### src/rtl/conreg_pkg.sv
// ============================================================================
// Module  : conreg_pkg
// Purpose : Shared definitions for the conduit register bank: register word
//           indices, write-FSM state encoding and the address error decode.
// Ports   : none (package)
// Config  : CONREG_IRQ_EN is consumed by users of addr_err via irq_opt.
// Rev     : 1.0  initial release
// ============================================================================
`default_nettype none

package conreg_pkg;

  // Word indices (byte address >> 2)
  localparam int unsigned IDX_ID       = 0;
  localparam int unsigned IDX_CTRL     = 1;
  localparam int unsigned IDX_STATUS   = 2;
  localparam int unsigned IDX_IRQ_STAT = 3;
  localparam int unsigned IDX_IRQ_EN   = 4;
  localparam int unsigned IDX_SCRATCH0 = 5;

  localparam int unsigned IRQ_BITS = 8;

  typedef enum logic [1:0] {
    IDLE = 2'd0,
    WAIT = 2'd1,
    ACK  = 2'd2
  } wr_state_t;

  // True when an access must be refused: misaligned, beyond the map, a
  // write to a read-only word, or an IRQ word while the IRQ block is absent.
  function automatic logic addr_err(input logic [31:0]  addr,
                                    input logic         is_wr,
                                    input int unsigned  num_regs,
                                    input logic         irq_opt);
    logic [31:0] idx;
    idx = {2'b00, addr[31:2]};
    return (addr[1:0] != 2'b00) ||
           (idx >= num_regs) ||
           (is_wr && ((idx == IDX_ID) || (idx == IDX_STATUS))) ||
           (!irq_opt && ((idx == IDX_IRQ_STAT) || (idx == IDX_IRQ_EN)));
  endfunction

endpackage

`default_nettype wire

### src/rtl/conreg_irq.sv
// ============================================================================
// Module  : conreg_irq
// Purpose : Sticky event capture for IRQ_STAT with write-one-to-clear and a
//           registered interrupt reduce against the enable mask.
// Ports   : hclk, hresetn   clock / async active-low reset
//           hw_event[7:0]   event pulses, each sets its IRQ_STAT bit
//           clr_en          a committed write to IRQ_STAT this edge
//           clr_data[7:0]   W1C mask of that write
//           irq_en[7:0]     enable mask
//           irq_stat[7:0]   sticky status
//           irq             registered |(irq_stat & irq_en)
// Rev     : 1.0  initial release
// ============================================================================
`default_nettype none

module conreg_irq
  import conreg_pkg::*;
(
  input  logic                hclk,
  input  logic                hresetn,
  input  logic [IRQ_BITS-1:0] hw_event,
  input  logic                clr_en,
  input  logic [IRQ_BITS-1:0] clr_data,
  input  logic [IRQ_BITS-1:0] irq_en,
  output logic [IRQ_BITS-1:0] irq_stat,
  output logic                irq
);

  logic [IRQ_BITS-1:0] clr_mask;

  assign clr_mask = clr_en ? clr_data : '0;

  always_ff @(posedge hclk or negedge hresetn) begin
    if (!hresetn) begin
      irq_stat <= '0;
      irq      <= 1'b0;
    end else begin
      // OR-ing the events in after the clear lets a same-edge event win.
      irq_stat <= (irq_stat & ~clr_mask) | hw_event;
      irq      <= |(irq_stat & irq_en);
    end
  end

endmodule

`default_nettype wire

### src/rtl/conduit_reg_bank.sv
// ============================================================================
// Module  : conduit_reg_bank
// Purpose : Conduit-side register bank behind the AHB slave adapter. Writes
//           are acknowledged after WAIT_CYCLES wait states; reads return on
//           the next edge. Exports CTRL, samples a hardware status word.
// Ports   : hclk, hresetn          clock / async active-low reset
//           con_wr, con_waddr, con_wdata   write request (held until ack)
//           con_rd, con_raddr      read request, 1-cycle latency
//           con_rdata, con_slverr  registered read data / error
//           con_wr_ack             one-cycle write completion pulse
//           hw_status              sampled into STATUS every edge
//           hw_event[7:0]          IRQ event pulses (IRQ option only)
//           ctrl_o                 CTRL contents
//           irq                    level interrupt (0 without the option)
// Config  : `define CONREG_IRQ_EN adds IRQ_STAT (W1C) / IRQ_EN and the irq
//           output; without it words 3/4 are error addresses.
// Rev     : 1.0  initial release
// ============================================================================
`default_nettype none

module conduit_reg_bank
  import conreg_pkg::*;
#(
  parameter int unsigned DATA_WIDTH  = 32,
  parameter int unsigned ADDR_WIDTH  = 12,
  parameter int unsigned NUM_REGS    = 16,
  parameter int unsigned WAIT_CYCLES = 2,
  parameter logic [31:0] ID_VALUE    = 32'hC0DE_0001
) (
  input  logic                  hclk,
  input  logic                  hresetn,
  input  logic                  con_wr,
  input  logic                  con_rd,
  input  logic [ADDR_WIDTH-1:0] con_waddr,
  input  logic [ADDR_WIDTH-1:0] con_raddr,
  input  logic [DATA_WIDTH-1:0] con_wdata,
  output logic [DATA_WIDTH-1:0] con_rdata,
  output logic                  con_wr_ack,
  output logic                  con_slverr,
  input  logic [DATA_WIDTH-1:0] hw_status,
  input  logic [7:0]            hw_event,
  output logic [DATA_WIDTH-1:0] ctrl_o,
  output logic                  irq
);

  localparam int unsigned NUM_SCR   = NUM_REGS - IDX_SCRATCH0;
  localparam int unsigned SW        = (NUM_SCR > 1) ? $clog2(NUM_SCR) : 1;
  localparam logic [3:0]  WAIT_INIT = 4'(WAIT_CYCLES);
`ifdef CONREG_IRQ_EN
  localparam logic        IRQ_OPT   = 1'b1;
`else
  localparam logic        IRQ_OPT   = 1'b0;
`endif

  // Write path state
  wr_state_t               state, state_nx;
  logic [3:0]              cnt;
  logic [ADDR_WIDTH-3:0]   wr_word;
  logic [DATA_WIDTH-1:0]   wr_data;
  logic                    wr_err;
  logic                    load;
  logic                    commit;
  logic [31:0]             wr_idx;
  logic [SW-1:0]           wr_sidx;

  // Read path
  logic [31:0]             rd_idx;
  logic [SW-1:0]           rd_sidx;
  logic                    rd_err_now;
  logic                    rd_err;
  logic [DATA_WIDTH-1:0]   rd_mux;

  // Register storage
  logic [DATA_WIDTH-1:0]   ctrl;
  logic [DATA_WIDTH-1:0]   status;
  logic [DATA_WIDTH-1:0]   scratch [NUM_SCR];
`ifdef CONREG_IRQ_EN
  logic [DATA_WIDTH-1:0]   irq_en;
  logic [IRQ_BITS-1:0]     irq_stat;
`endif

  assign wr_idx  = 32'(wr_word);
  assign wr_sidx = SW'(wr_idx - IDX_SCRATCH0);
  assign rd_idx  = 32'(con_raddr[ADDR_WIDTH-1:2]);
  assign rd_sidx = SW'(rd_idx - IDX_SCRATCH0);

  // --------------------------------------------------------------------------
  // Write FSM
  // --------------------------------------------------------------------------
  always_ff @(posedge hclk or negedge hresetn) begin
    if (!hresetn) state <= IDLE;
    else          state <= state_nx;
  end

  always_comb begin
    state_nx   = state;
    load       = 1'b0;
    con_wr_ack = 1'b0;
    commit     = 1'b0;
    case (state)
      IDLE: begin
        if (con_wr) begin
          load     = 1'b1;
          state_nx = (WAIT_CYCLES == 0) ? ACK : WAIT;
        end
      end
      WAIT: begin
        // Requester withdrawing the write abandons it silently.
        if (!con_wr)             state_nx = IDLE;
        else if (cnt == 4'd1)    state_nx = ACK;
      end
      ACK: begin
        con_wr_ack = 1'b1;
        commit     = !wr_err;
        state_nx   = IDLE;
      end
      default: state_nx = IDLE;
    endcase
  end

  // Address, data and error are captured only on acceptance so the
  // requester may change them freely once the FSM has left IDLE.
  always_ff @(posedge hclk or negedge hresetn) begin
    if (!hresetn) begin
      cnt     <= 4'd0;
      wr_word <= '0;
      wr_data <= '0;
      wr_err  <= 1'b0;
    end else if (load) begin
      cnt     <= WAIT_INIT;
      wr_word <= con_waddr[ADDR_WIDTH-1:2];
      wr_data <= con_wdata;
      wr_err  <= addr_err(32'(con_waddr), 1'b1, NUM_REGS, IRQ_OPT);
    end else if (state == WAIT) begin
      cnt     <= cnt - 4'd1;
    end
  end

  // --------------------------------------------------------------------------
  // Register file
  // --------------------------------------------------------------------------
  always_ff @(posedge hclk or negedge hresetn) begin
    if (!hresetn) begin
      ctrl   <= '0;
      status <= '0;
      for (int i = 0; i < int'(NUM_SCR); i++) scratch[i] <= '0;
`ifdef CONREG_IRQ_EN
      irq_en <= '0;
`endif
    end else begin
      status <= hw_status;
      // commit implies a non-error write, so wr_idx is in range here.
      if (commit) begin
        if (wr_idx == IDX_CTRL)     ctrl             <= wr_data;
        if (wr_idx >= IDX_SCRATCH0) scratch[wr_sidx] <= wr_data;
`ifdef CONREG_IRQ_EN
        if (wr_idx == IDX_IRQ_EN)   irq_en           <= wr_data;
`endif
      end
    end
  end

  assign ctrl_o = ctrl;

  // --------------------------------------------------------------------------
  // Read path
  // --------------------------------------------------------------------------
  assign rd_err_now = addr_err(32'(con_raddr), 1'b0, NUM_REGS, IRQ_OPT);

  always_comb begin
    rd_mux = '0;
    if (rd_idx == IDX_ID)          rd_mux = DATA_WIDTH'(ID_VALUE);
    else if (rd_idx == IDX_CTRL)   rd_mux = ctrl;
    else if (rd_idx == IDX_STATUS) rd_mux = status;
`ifdef CONREG_IRQ_EN
    else if (rd_idx == IDX_IRQ_STAT) rd_mux = DATA_WIDTH'(irq_stat);
    else if (rd_idx == IDX_IRQ_EN)   rd_mux = irq_en;
`endif
    else if ((rd_idx >= IDX_SCRATCH0) && (rd_idx < NUM_REGS))
      rd_mux = scratch[rd_sidx];
  end

  always_ff @(posedge hclk or negedge hresetn) begin
    if (!hresetn) begin
      con_rdata <= '0;
      rd_err    <= 1'b0;
    end else if (con_rd) begin
      con_rdata <= rd_err_now ? '0 : rd_mux;
      rd_err    <= rd_err_now;
    end else begin
      rd_err    <= 1'b0;
    end
  end

  // The write error owns the error line while the ack is out.
  assign con_slverr = (state == ACK) ? wr_err : rd_err;

  // --------------------------------------------------------------------------
  // Optional interrupt block
  // --------------------------------------------------------------------------
`ifdef CONREG_IRQ_EN
  conreg_irq u_irq (
    .hclk     (hclk),
    .hresetn  (hresetn),
    .hw_event (hw_event),
    .clr_en   (commit && (wr_idx == IDX_IRQ_STAT)),
    .clr_data (wr_data[IRQ_BITS-1:0]),
    .irq_en   (irq_en[IRQ_BITS-1:0]),
    .irq_stat (irq_stat),
    .irq      (irq)
  );
`else
  logic unused_hw_event;
  assign unused_hw_event = ^hw_event;
  assign irq             = 1'b0;
`endif

endmodule

`default_nettype wire

### config.mk
export PLATFORM = sky130hd
export DESIGN_NAME = conduit_reg_bank
export DESIGN_NICKNAME = d
export VERILOG_FILES = /design/src/rtl/conreg_pkg.sv /design/src/rtl/conreg_irq.sv /design/src/rtl/conduit_reg_bank.sv
export SDC_FILE = /design/constraint.sdc
export NUM_CORES = 1
export LEC_CHECK = 0
export ABC_AREA = 1
export BUFFER_PORTS_ARGS = -buffer_cell sky130_fd_sc_hd__buf_2
export CAP_MARGIN = 30
export CORE_MARGIN = 2
export CORE_UTILIZATION = 60
export CTS_CLUSTER_DIAMETER = 150
export CTS_CLUSTER_SIZE = 20
export DETAILED_ROUTE_END_ITERATION = 16
export PLACE_DENSITY = 0.9
export SLEW_MARGIN = 40
export SYNTH_ARGS = -nofsm -noshare
export SYNTH_HDL_FRONTEND = slang
export SYNTH_HIERARCHICAL = 1
export SYNTH_SLANG_ARGS = --single-unit
export TNS_END_PERCENT = 20
### constraint.sdc
create_clock -name hclk -period 2.2 [get_ports hclk]
set_input_delay 0.44 -clock hclk [delete_from_list [all_inputs] [get_ports hclk]]
set_output_delay 0.44 -clock hclk [all_outputs]
set_load 0.02 [all_outputs]
* Word level (Yosys, flattened, before mapping)
Index checks and enable logic that the tools add are counted.
Operators by class: reductions and logical operators 20, $lt $le $gt $ge 8, eq/ne operators 13, bitwise gates (word level) 2, add/sub/neg operators 3, muxes and demuxes 23
Operators by type and width (number):
- bitwise mux 352 bit | 1
- two-way mux 32 bit | 8
- binary-select mux 32 bit (select 4 bit) | 1
- demux 32 bit (select 4 bit) | 1
- equality test 10 x 2 -> 1 bit, second input constant | 4
- zero test 32 bit | 1
- equality test 10 x 1 -> 1 bit, second input constant | 2
- equality test 10 x 3 -> 1 bit, second input constant | 2
- greater-or-equal comparator 10 x 3 -> 1 bit, second input constant | 2
- greater-or-equal comparator 10 x 5 -> 1 bit, second input constant | 2
- greater-or-equal comparator 5 bit, second input constant | 2
- zero test 10 bit | 1
- < comparator 10 x 5 -> 1 bit, second input constant | 1
- inverter 4 -> 5 bit | 2
- logical OR 1 bit | 8
- two-way mux 4 bit | 2
- subtractor 4 x 3 -> 4 bit, second input constant | 2
- two-way mux 1 bit | 6
- two-way mux 2 bit | 3
- AND reduction 2 bit | 3
- nonzero test 2 bit | 3
- < comparator 5 x 1 -> 1 bit, second input constant | 1
- equality test 4 x 1 -> 1 bit, second input constant | 1
- one-hot mux 2 bit (2 select lines) | 1
- 8 further kinds | 9
Storage, ports and cells: bits of input ports 100, output and inout bits 67, bits in registers 498

* Longest topological paths before layout
word-level depth 10, depth in mapped cells 18

* Worst setup path after synthesis
Ideal clock, no wire load.
path kind input to register, start in con_raddr[2], end reg con_rdata[16], path slack -0.277 ns, arrival time 2.361 ns, stages 15, cell sequence buf_2 inv_4 buf_2 buf_2 ha_1 buf_2 clkbuf_1 buf_2 nand3_1 nand3_1 nand3_1 nand3_1 nand3_1 nand2_1 nand2_1
Between the ends: cells in the longest elaborated chain, start to end 10, elaborated cells between the ends (all ways) 22
RTL lines:
- from (decl) | line conduit_reg_bank.sv:35 | input logic [ADDR_WIDTH-1:0] con_raddr,
- subtractor 4 x 3 -> 4 bit | line conduit_reg_bank.sv:85 | assign rd_sidx = SW'(rd_idx - IDX_SCRATCH0);
- inverter 4 -> 5 bit (not written as such) | line conduit_reg_bank.sv:180 | rd_mux = scratch[rd_sidx];
- binary-select mux 32 bit (select 4 bit) | line conduit_reg_bank.sv:180
- two-way mux 32 bit (not written as such) (2 in series) | line conduit_reg_bank.sv:180
- two-way mux 32 bit | line conduit_reg_bank.sv:179 | else if ((rd_idx >= IDX_SCRATCH0) && (rd_idx < NUM_REGS))
- two-way mux 32 bit | line conduit_reg_bank.sv:174 | else if (rd_idx == IDX_STATUS) rd_mux = status;
- two-way mux 32 bit | line conduit_reg_bank.sv:173 | else if (rd_idx == IDX_CTRL) rd_mux = ctrl;
- two-way mux 32 bit | line conduit_reg_bank.sv:172 | if (rd_idx == IDX_ID) rd_mux = DATA_WIDTH'(ID_VALUE);
- two-way mux 32 bit * | line conduit_reg_bank.sv:188 | con_rdata <= rd_err_now ? '0 : rd_mux;
- to (signal assigned) | line conduit_reg_bank.sv:188
- to (decl) | line conduit_reg_bank.sv:37 | output logic [DATA_WIDTH-1:0] con_rdata,
Every way passes the cells marked *; elsewhere a longest branch is shown, timed or not. The select of a mux whose other input is x is not followed. A chain may end at the register's enable or synchronous reset.

* Final worst setup path
start reg state[1], end out con_slverr
Between the ends: cells in the longest elaborated chain, start to end 2
RTL lines:
- from (decl) | line conduit_reg_bank.sv:56 | wr_state_t state, state_nx;
- from (signal assigned) | line conduit_reg_bank.sv:92 | else state <= state_nx;
- equality test 2 bit | line conduit_reg_bank.sv:196 | assign con_slverr = (state == ACK) ? wr_err : rd_err;
- two-way mux 1 bit | line conduit_reg_bank.sv:196
- to (decl) | line conduit_reg_bank.sv:39 | output logic con_slverr,
Every way passes these cells.

==> results_tabular.tex <==
\begin{tabular}{lr}
\hline
Metric & Value \\
\hline
\multicolumn{2}{l}{\textbf{Status}} \\
Run status & completed \\
\multicolumn{2}{l}{\textbf{Power}} \\
Share of power burned in registers & 53.4\% \\
Clock network fraction of design power & 28.8\% \\
Leak Pwr & 12.0 nW \\
Power Dens Cells & 735 mW/mm2 \\
Cell internal power dissipation & 12.7 mW \\
Fraction of power spent switching nets & 30.8\% \\
Largest voltage drop on the vdd net & 0.000778 V \\
Portion of total power attributed to combinational logic & 17.9\% \\
Power spent charging and discharging nets & 5.64 mW \\
Total design power & 18.3 mW \\
\multicolumn{2}{l}{\textbf{Floorplan}} \\
Top Ports & 167 \\
Area of the core & 0.0365 mm2 \\
Row count & 70 \\
Height of the die & 196 um \\
Die area & 0.0386 mm2 \\
Initial core utilization & 60.9\% \\
Width of the die & 196 um \\
\multicolumn{2}{l}{\textbf{Timing}} \\
Total of endpoints with negative setup slack in the final report & 0 \\
Clock skew & 0.0220 ns \\
Total Neg Setup Slack & 0 ns \\
Fin. max-slew vios & 0 \\
Min Clock Period, post-route & 2.16 ns \\
Final-report hold violation count & 0 \\
Headroom to the max-slew limit & 56.2\% \\
Transition time at the pin with the least slew margin & 0.657 ns \\
Post-route fraction of the period consumed by the critical path & 98.1\% \\
Setup repair after global routing missed its margin & false \\
Achievable frequency & 463 MHz \\
\multicolumn{2}{l}{\textbf{GRT}} \\
Residual overflow from global routing & 0 \\
Largest net degree at the start of global routing & 84 \\
Number of antenna violations at the first check in global routing & 0 \\
Global-route wire length before repair & 104,000 um \\
Vias in the first global route & 20,700 \\
Global Route Usage Sum & 33.8\% \\
\multicolumn{2}{l}{\textbf{Place}} \\
Port-buffer cells & 157 \\
Routability congestion estimate & 0.876 \\
Total half-perimeter wirelength after legalization and detailed placement & 38,100 um \\
Cell Area, Placed & 0.0238 mm2 \\
\multicolumn{2}{l}{\textbf{Routing}} \\
Routed Wire Length & 65,200 um \\
Routed via count & 20,400 \\
Average wire length per cell after detail routing & 19.8 um \\
Count of antenna-violating nets left after detailed routing & 0 \\
DR WL met3 & 6400 um \\
Routed metal-1 wire length & 23,200 um \\
Number of DRC violations after detailed-routing iteration 0 & 2,670 \\
DR vias/cell & 6.20 \\
TritonRoute pass-1 iters & 7 \\
Total DRC errors in the routed layout & 0 \\
Met2 WL post-DR & 30,900 um \\
Top routing layer in use & met4 \\
\multicolumn{2}{l}{\textbf{Critical path}} \\
Endpoint required time on the critical path & 1.76 ns \\
Critical-path cell list & inv\_2 -> nor2\_4 -> inv\_1 -> or2\_4 -> inv\_4 -> nor2\_1 -> buf\_4 \\
Setup Crit Path Kind & flop to output pin \\
Top cell family by delay on the critical path & simple AND/OR/NAND/NOR gates \\
Cell with the largest stage delay on the worst path & sky130\_fd\_sc\_hd\_\_dfrtp\_1 \\
Critical path fanouts, max & 2 \\
CP max stage delay & 0.38 ns \\
CP Data Arrival Time & 1.72 ns \\
Type of destination of the critical path & output pin \\
Crit path buffers/inverters & 4 \\
Startpoint Class & flop \\
\multicolumn{2}{l}{\textbf{Synthesis}} \\
Fraction of the yosys area taken by sequential cells & 56.1\% \\
Cell count after synthesis & 2,702 \\
Area of the mapped netlist & 0.0222 mm2 \\
Number of distinct library cells after synthesis & 34 \\
Syn Area/Cell & 8.23 um2 \\
Number of warnings reported in the yosys synthesis log & 6 \\
Number of nets in the synthesized netlist & 2,808 \\
Number of flip-flops and latches in the synthesized netlist & 498 \\
\multicolumn{2}{l}{\textbf{Clocking}} \\
H-tree lvl count & 1 \\
Clk pin slew, worst setup/hold paths & 0.09 ns \\
Skew-Pair Late Insertion Delay & 0.58 ns \\
CTS root buffer & sky130\_fd\_sc\_hd\_\_clkbuf\_16 \\
\# clock sinks & 498 \\
Clock buffer count from CTS & 28 \\
CTS tree & yes \\
Clock Path Buffers & 3 \\
\multicolumn{2}{l}{\textbf{Layout}} \\
Antenna Diode Count & 0 \\
Count of filler cells inserted in the layout & 2,470 \\
Post-layout utilization of the core & 68.1\% \\
Area delta synth->final & 12.0\% \\
Share of cells above drive strength 1 & 11.6\% \\
Final Cell Area & 0.0249 mm2 \\
Storage element area & 0.0125 mm2 \\
Final nets & 2,925 \\
Area of the multi-input gates & 0.00847 mm2 \\
\multicolumn{2}{l}{\textbf{Job}} \\
Max-cap check violation count & 0 \\
\multicolumn{2}{l}{\textbf{Min path}} \\
Worst hold-check path type & input pin to flop \\
\hline
\end{tabular}
==> area by class of cell <==
cell class	count	share of cell area (%)
tap	468	2.35
multi-input combinational	1911	34.0
timing repair buffer	288	9.11
inverter	92	1.45
sequential	498	50.1
clock buffer	30	2.97
==> per-layer routing <==
layer  vias up  track usage (%)
met5         -                0
met4         0             23.5
met3       344             5.72
met2      1477             55.2
met1      9619             41.4
li1       8928                -
==> sequential cells by signal, summed over array words and instances, names as in the netlist <==
signal	count
scratch	352
con_rdata	32
ctrl_o	32
status	32
wr_data	32
wr_word	10
cnt	4
state	2
rd_err	1
wr_err	1
==> final timing paths <==
path | endpoint | start | slack, ns | cells past startpoint
setup / recovery | con_slverr | state[1]$_DFFE_PN0P_ | 0.04 | 7
hold / removal | wr_data[25]$_DFFE_PN0P_ | con_wdata[25] | 0.08 | 3
setup reg to reg | ctrl_o[11]$_DFFE_PN0P_ | wr_word[0]$_DFFE_PN0P_ | 0.06 | 7
hold reg to reg | con_rdata[3]$_DFFE_PN0P_ | con_rdata[3]$_DFFE_PN0P_ | 0.48 | 2
max in group asynchronous | ctrl_o[14]$_DFFE_PN0P_ | hresetn | 1.08 | 3
min in group asynchronous | scratch[262]$_DFFE_PN0P_ | hresetn | 0.37 | 2
==> cell families after synthesis <==
family                     after synthesis  synth area share (%)
and+or+nand+nor                       1425                  26.8
other                                    1                0.0169
adders and majority gates                6                 0.338
buffers and inverters                  293                  6.00
AOI/OAI and AO/OA                      479                  10.8
DFF                                    498                  56.1
==> what timing repair did <==
item	4_1_cts	5_1_grt
endpoints found under the hold margin	60	0
pin swaps	1	0
resized for setup	2	4
buffers inserted	4	1
endpoints found under the setup margin	1	12
hold buffers	33	0
==> through the flow <==
| stage | hold slack [ns] | cells | worst slack (ns) |
|---|---|---|---|
| final | 0.0755 | 3287 | 0.0407 |
| after global routing | 0.0850 | 3287 | 0.00151 |
| after CTS | 0.0682 | 3286 | 0.0191 |
| after detailed placement | 0.367 | 3219 | -0.182 |
| after global placement | 0.362 | 3219 | -0.126 |
| after floorplan | 0.144 | 2702 | 0.0127 |
==> placed cells by master (no fill, tap or decap), types with 2 or more instances in the layout <==
cell type                         n
sky130_fd_sc_hd__clkinv_1         3
sky130_fd_sc_hd__ha_1             5
sky130_fd_sc_hd__buf_4           68
sky130_fd_sc_hd__nand3_4          9
sky130_fd_sc_hd__nand2_1        999
sky130_fd_sc_hd__buf_12          32
sky130_fd_sc_hd__inv_2            3
sky130_fd_sc_hd__nor3_1           3
sky130_fd_sc_hd__nand3_2          2
sky130_fd_sc_hd__dfrtp_1        497
sky130_fd_sc_hd__nor2_4           7
sky130_fd_sc_hd__inv_4            3
sky130_fd_sc_hd__o211ai_1         2
sky130_fd_sc_hd__inv_1           82
sky130_fd_sc_hd__nand4_1          2
sky130_fd_sc_hd__o21ai_1        193
sky130_fd_sc_hd__o21ai_0        281
sky130_fd_sc_hd__nor3_4           3
sky130_fd_sc_hd__buf_2          154
sky130_fd_sc_hd__nand2_2          5
sky130_fd_sc_hd__nor2_1          97
sky130_fd_sc_hd__nand3_1        290
sky130_fd_sc_hd__clkbuf_16       29
sky130_fd_sc_hd__nor2_2           4
sky130_fd_sc_hd__dlygate4sd3_1   33
==> worst reg2reg max path, stage by stage (launching register included) <==
cell and delay, ns:
sky130_fd_sc_hd__dfrtp_1 0.43, sky130_fd_sc_hd__inv_1 0.08, sky130_fd_sc_hd__nor2_1 0.24, sky130_fd_sc_hd__inv_1 0.11, sky130_fd_sc_hd__nor3_1 0.25, sky130_fd_sc_hd__nand3_2 0.11
sky130_fd_sc_hd__buf_4 0.33, sky130_fd_sc_hd__o21ai_0 0.47
==> Yosys cell counts, drive strengths merged <==
cell    number  area share, %
nand2     1004             17
dfrtp      498             56
o21ai      474             11
nand3      301            7.3
nor2       108            2.0
buf        106            2.8
clkbuf      95            1.6
inv         89            1.5
ha           6           0.34
nor3         6           0.29
clkinv       3          0.051
or2          3          0.084
nand4        2          0.056
o211ai       2          0.068
a211oi       1          0.034
a21oi        1          0.022
conb         1          0.017
nor4         1          0.028
o22a         1          0.039
==> power groups by stage <==
stage	clock network [mW]	registers [mW]	logic, mW
2_1_floorplan	0	9.87	2.01
3_3_place_gp	0	9.89	2.95
3_5_place_dp	0	9.92	3.08
4_1_cts	5.22	9.74	3.17
5_1_grt	5.60	9.80	3.52
6_report	5.26	9.76	3.27
Power figures use the tool's default switching activity.
